==> config.mk <==
export PLATFORM = sky130hd
export DESIGN_NAME = conv1_window_ctrl
export DESIGN_NICKNAME = d
export VERILOG_FILES = /design/src/rtl/conv1_window_ctrl.sv
export SDC_FILE = /design/constraint.sdc
export NUM_CORES = 1
export LEC_CHECK = 0
export ABC_CLOCK_PERIOD_IN_PS = 9400
export BUFFER_PORTS_ARGS = -buffer_cell sky130_fd_sc_hd__buf_2
export CAP_MARGIN = 20
export CORE_MARGIN = 8
export CORE_UTILIZATION = 45
export DETAILED_ROUTE_END_ITERATION = 6
export PLACE_DENSITY = 0.68
export SYNTH_ARGS = -nofsm -noshare
export SYNTH_HDL_FRONTEND = slang
export SYNTH_SLANG_ARGS = --single-unit
==> constraint.sdc <==
create_clock -name clk -period 9.4 [get_ports clk]
set_clock_uncertainty 0.2 [all_clocks]
set_input_delay 0.47 -clock clk [delete_from_list [all_inputs] [get_ports clk]]
set_output_delay 0.47 -clock clk [all_outputs]
set_load 0.005 [all_outputs]
==> src/rtl/conv1_window_ctrl.sv <==
// Window controller for the binary 3x3 conv1 stage: buffers two raster lines and
// presents every complete 3x3 window of a frame with a valid/ready handshake.
module conv1_window_ctrl #(
  parameter int IMG_W = 28,
  parameter int IMG_H = 28,
  parameter int PIX_W = 8
) (
  input  logic             clk,
  input  logic             rst,
  input  logic             start,
  input  logic [PIX_W-1:0] pix_in,
  input  logic             pix_valid,
  output logic             pix_ready,
  output logic [PIX_W-1:0] pixel_0,
  output logic [PIX_W-1:0] pixel_1,
  output logic [PIX_W-1:0] pixel_2,
  output logic [PIX_W-1:0] pixel_3,
  output logic [PIX_W-1:0] pixel_4,
  output logic [PIX_W-1:0] pixel_5,
  output logic [PIX_W-1:0] pixel_6,
  output logic [PIX_W-1:0] pixel_7,
  output logic [PIX_W-1:0] pixel_8,
  output logic             valid_out_buf,
  input  logic             win_ready,
  output logic [4:0]       win_row,
  output logic [4:0]       win_col,
  output logic             busy,
  output logic             frame_done
);

  typedef enum logic [1:0] {
    IDLE,
    FILL,
    STREAM,
    DRAIN
  } state_t;

  localparam logic [4:0] LAST_COL = 5'(IMG_W - 1);
  localparam logic [4:0] LAST_ROW = 5'(IMG_H - 1);

  state_t           state;
  logic [4:0]       row;
  logic [4:0]       col;
  logic             accept;

  logic [PIX_W-1:0] lb0 [IMG_W];
  logic [PIX_W-1:0] lb1 [IMG_W];

  // Only the two older window columns are stored: the oldest one drops out on
  // the shift and the newest one is taken straight from the line buffers.
  logic [PIX_W-1:0] ca_t, ca_m, ca_b;
  logic [PIX_W-1:0] cb_t, cb_m, cb_b;
  logic [PIX_W-1:0] nr_t, nr_m, nr_b;

  always_comb begin
    pix_ready = ((state == FILL) || (state == STREAM)) && (!valid_out_buf || win_ready);
    accept    = pix_valid && pix_ready;
    busy      = (state != IDLE);
    nr_t      = lb1[col];
    nr_m      = lb0[col];
    nr_b      = pix_in;
  end

  // Line buffers and window columns carry no reset; their contents are only
  // observed after being rewritten by accepted pixels of the current frame.
  always_ff @(posedge clk) begin
    if (accept) begin
      lb1[col] <= lb0[col];
      lb0[col] <= pix_in;
      ca_t     <= cb_t;
      ca_m     <= cb_m;
      ca_b     <= cb_b;
      cb_t     <= nr_t;
      cb_m     <= nr_m;
      cb_b     <= nr_b;
    end
  end

  always_ff @(posedge clk) begin
    if (rst) begin
      state         <= IDLE;
      row           <= '0;
      col           <= '0;
      valid_out_buf <= 1'b0;
      pixel_0       <= '0;
      pixel_1       <= '0;
      pixel_2       <= '0;
      pixel_3       <= '0;
      pixel_4       <= '0;
      pixel_5       <= '0;
      pixel_6       <= '0;
      pixel_7       <= '0;
      pixel_8       <= '0;
      win_row       <= '0;
      win_col       <= '0;
      frame_done    <= 1'b0;
    end else begin
      frame_done <= 1'b0;
      // A consumed window retires unless a new one is loaded below this cycle.
      if (valid_out_buf && win_ready) begin
        valid_out_buf <= 1'b0;
      end

      case (state)
        IDLE: begin
          if (start) begin
            state <= FILL;
            row   <= '0;
            col   <= '0;
          end
        end

        FILL, STREAM: begin
          if (accept) begin
            if (col == LAST_COL) begin
              col <= '0;
              row <= row + 5'd1;
            end else begin
              col <= col + 5'd1;
            end

            if ((state == STREAM) && (col >= 5'd2)) begin
              pixel_0       <= ca_t;
              pixel_1       <= cb_t;
              pixel_2       <= nr_t;
              pixel_3       <= ca_m;
              pixel_4       <= cb_m;
              pixel_5       <= nr_m;
              pixel_6       <= ca_b;
              pixel_7       <= cb_b;
              pixel_8       <= nr_b;
              win_row       <= row - 5'd2;
              win_col       <= col - 5'd2;
              valid_out_buf <= 1'b1;
            end

            if ((state == FILL) && (row == 5'd1) && (col == LAST_COL)) begin
              state <= STREAM;
            end
            if ((state == STREAM) && (row == LAST_ROW) && (col == LAST_COL)) begin
              state <= DRAIN;
            end
          end
        end

        DRAIN: begin
          if (!valid_out_buf || win_ready) begin
            valid_out_buf <= 1'b0;
            frame_done    <= 1'b1;
            state         <= IDLE;
          end
        end

        default: state <= IDLE;
      endcase
    end
  end

endmodule

==> impl_metrics.ini <==
[drt]
drtIter0Drc = 1365
dr.pass1.iters = 7
drt-total-wl_mm = 57.2
drtAntennaViolNets = 0
route.vias.total = 13343
drc = 0
wl_per_cell_um = 24.4
routed_via_density = 5.68

[hold_path]
holdCritStartpoint = win_ready
hold_class = in2reg

[finish]
drive_gt1_share_pct = 16.5
fin_cells = 2349
register_area_um2 = 16900
fillerInstances = 4182
areaGrowthSynthToFinish_pct = 13.5
multi_input_area_um2 = 5590
nNetsFinal = 1652
antenna_cells = 0

[synth]
syn-cell-area_um2 = 23100
yosysMostFrequentCell = edfxtp_1
synth_top_family_by_area = multiplexers
syn_nets = 1523
ys_top_cells_by_count = edfxtp_1, mux2i_1, nand2_1, a21oi_1, dfxtp_1
async_reset_ff_share_pct = 0
yosysTopAreaCell = edfxtp_1
synth-seq-cells = 597
synth_cell_type_count = 50
yosys_warnings = 0
synth_compound_area_share_pct = 7.64
synth_adder_area_share_pct = 0.814
synth_cells = 1495
synth_xor_area_share_pct = 0.266
synth_top_area_share_pct = 64.6
ys.flop_type = edfxtp_1
synthMuxAreaShare_pct = 9.99
avgSynthCellArea_um2 = 15.4
synth-simple-area-share_pct = 5.31
synth.yosys.seq_area_share_pct = 73.4
synth_edf_count = 496
synthTopCellsByArea = edfxtp_1, mux2i_1, dfxtp_1

[power_and_ir_drop]
power_uw = 6370
p_leak_uw = 0.00853
power_density_nw_per_um2 = 243
peakVddDrop_mv = 0.149

[sta]
max_slew.worst_pin.slew_ps = 1100
fmax_mhz = 222
fin_crit_sh_pct = 47.9
hold_viol_final = 0
setup-tns-final_ps = 0
slew_headroom_pct = 26.2
finalSetupViolations = 0
grt_setup_unrepaired = no
finalCriticalPeriod_ps = 4500
slew_viol_final = 0

[cts]
h-tree-depth = 2
clk_latency_ps = 610
cts_buffer_depth = 3
postCtsResizedCells = 0
cts_tree = yes
cts_buffers = 58
clock-root-buffer = clkbuf_16
cts_hold_buf = 1
postCtsSetupBuffers = 0
clock-sinks = 597
clk_pin_slew_ps = 70

[worst_setup_path]
r2r_slack_ps = 4900
r2r_end = lb1[19][5]
cp_slowest_cell = nand2_1
critPathTopFamily = simple AND/OR/NAND/NOR gates
endpoint_kind = flip-flop
crit_chain = buf_4 > nand2_1 > o21ai_0 > a211o_1 > nand3_1
crit_buf_inv = 1
cp_slowest_stage_delay_ps = 790
worstPathArrival_ps = 4330
crit_path_start_kind = flip-flop
setup.worst_path.end = lb1[19][5]
crit_path_max_fanout = 53
required_ps = 9220
ff2ff_path_depth = 5
worst-path-stages = 5
critPathKind = reg2reg

[place]
dp.cells = 2239
io_buffers = 98
place.gp.congestion = 0.828
dp_hpwl_mm = 33.2

[global_route]
grt.total_usage_pct = 18.8
met1_usage_pct = 25.5
grt-ovfl-total = 0
antenna_found_initial = 0
grt_use_met3_pct = 4.29
grt_max_degree = 90
grt_use_met2_pct = 29.3
grt_pass1_vias = 13051
grt_pass1_wl_mm = 83.8
busiest_layer = met2

[die]
boundaryPins = 99
placementRows = 83
die_h_um = 242
core_area_um2 = 51000
initial_utilization_pct = 45.2
dieArea_um2 = 58700
die_w_um = 242

[run]
maxCapViolCount = 0

[outcome]
status = finished, final reports clean
placed cells by master (no fill, tap or decap), types with 17 or more instances in the layout:
cell and instances:
nor2_1 49, mux2_2 17, edfxtp_1 496, dfxtp_1 99
a21oi_1 123, nand2_1 156, mux2i_1 211, clkbuf_16 59
a22oi_1 71, buf_2 98, nand3_1 37, buf_4 48
per-stage QoR:
stage / setup WS [ps] / hold WS, ps / utilization (%) / cell area (µm²)
CTS: 4910 / 8.40 / 51.2 / 26100
global placement: 5050 / 231 / 47.6 / 24300
global route: 4750 / 58.7 / 51.3 / 26200
finish: 4900 / 42.4 / 51.3 / 26200
detailed placement: 4940 / 234 / 47.7 / 24300
floorplan: 6130 / 226 / - / 23100
final cells by class:
cell class / count / share of cell area (%)
multi-input cells: 800 / 21.4
well taps: 680 / 3.25
flip-flops and latches: 597 / 64.7
clock inverters: 25 / 0.669
repair buffers: 154 / 3.63
clock buffers: 80 / 6.21
inverters: 13 / 0.186
routing by layer:
metal / wire [µm] / vias up / share of wire, %
met3: 5000 / 128 / 8.7
met2: 26200 / 613 / 46
met1: 23800 / 6658 / 42
li1: - / 5944 / -
met4: 2170 / 0 / 3.8
met5: 0 / - / 0
cells by family after synthesis:
| family | Yosys count |
|---|---|
| xor gates and xnor gates | 7 |
| muxes | 228 |
| AOI/OAI and AO/OA | 264 |
| and+or+nand+nor | 286 |
| DFF | 597 |
| buffers and inverters | 98 |
| adders and majority gates | 15 |
power by group:
group          internal [µW]  switching [µW]  total (µW)
logic                    314             615         928
registers               3140            93.1        3240
clock network           1250             952        2210
worst min path at each step:
stage / end / slack, ps / depth (start not counted)
2_1_floorplan: ca_b[0] / 230 / 0
3_3_place_gp: ca_b[7] / 230 / 0
3_5_place_dp: ca_b[0] / 230 / 0
4_1_cts: valid_out_buf / 8 / 4
5_1_grt: row[2] / 60 / 3
6_report: valid_out_buf / 40 / 4
worst reg2reg max path: stages (launching register included):
cell and delay [ps]:
dfxtp_4 680, buf_4 790, nand2_1 890, o21ai_0 400, a211o_1 170, nand3_1 770
sequential cells by signal (all words and copies together) (netlist names), 8 cells and up, named ones only:
| name | flops |
|---|---|
| pixel_7 | 8 |
| ca_b | 8 |
| pixel_1 | 8 |
| cb_t | 8 |
| ca_m | 8 |
| pixel_3 | 8 |
| pixel_5 | 8 |
| pixel_8 | 8 |
| pixel_0 | 8 |
| cb_b | 8 |
| pixel_6 | 8 |
| cb_m | 8 |
| pixel_4 | 8 |
| lb0 | 224 |
| ca_t | 8 |
| lb1 | 224 |
| pixel_2 | 8 |
Note: power is estimated with default switching activity, not from simulation.
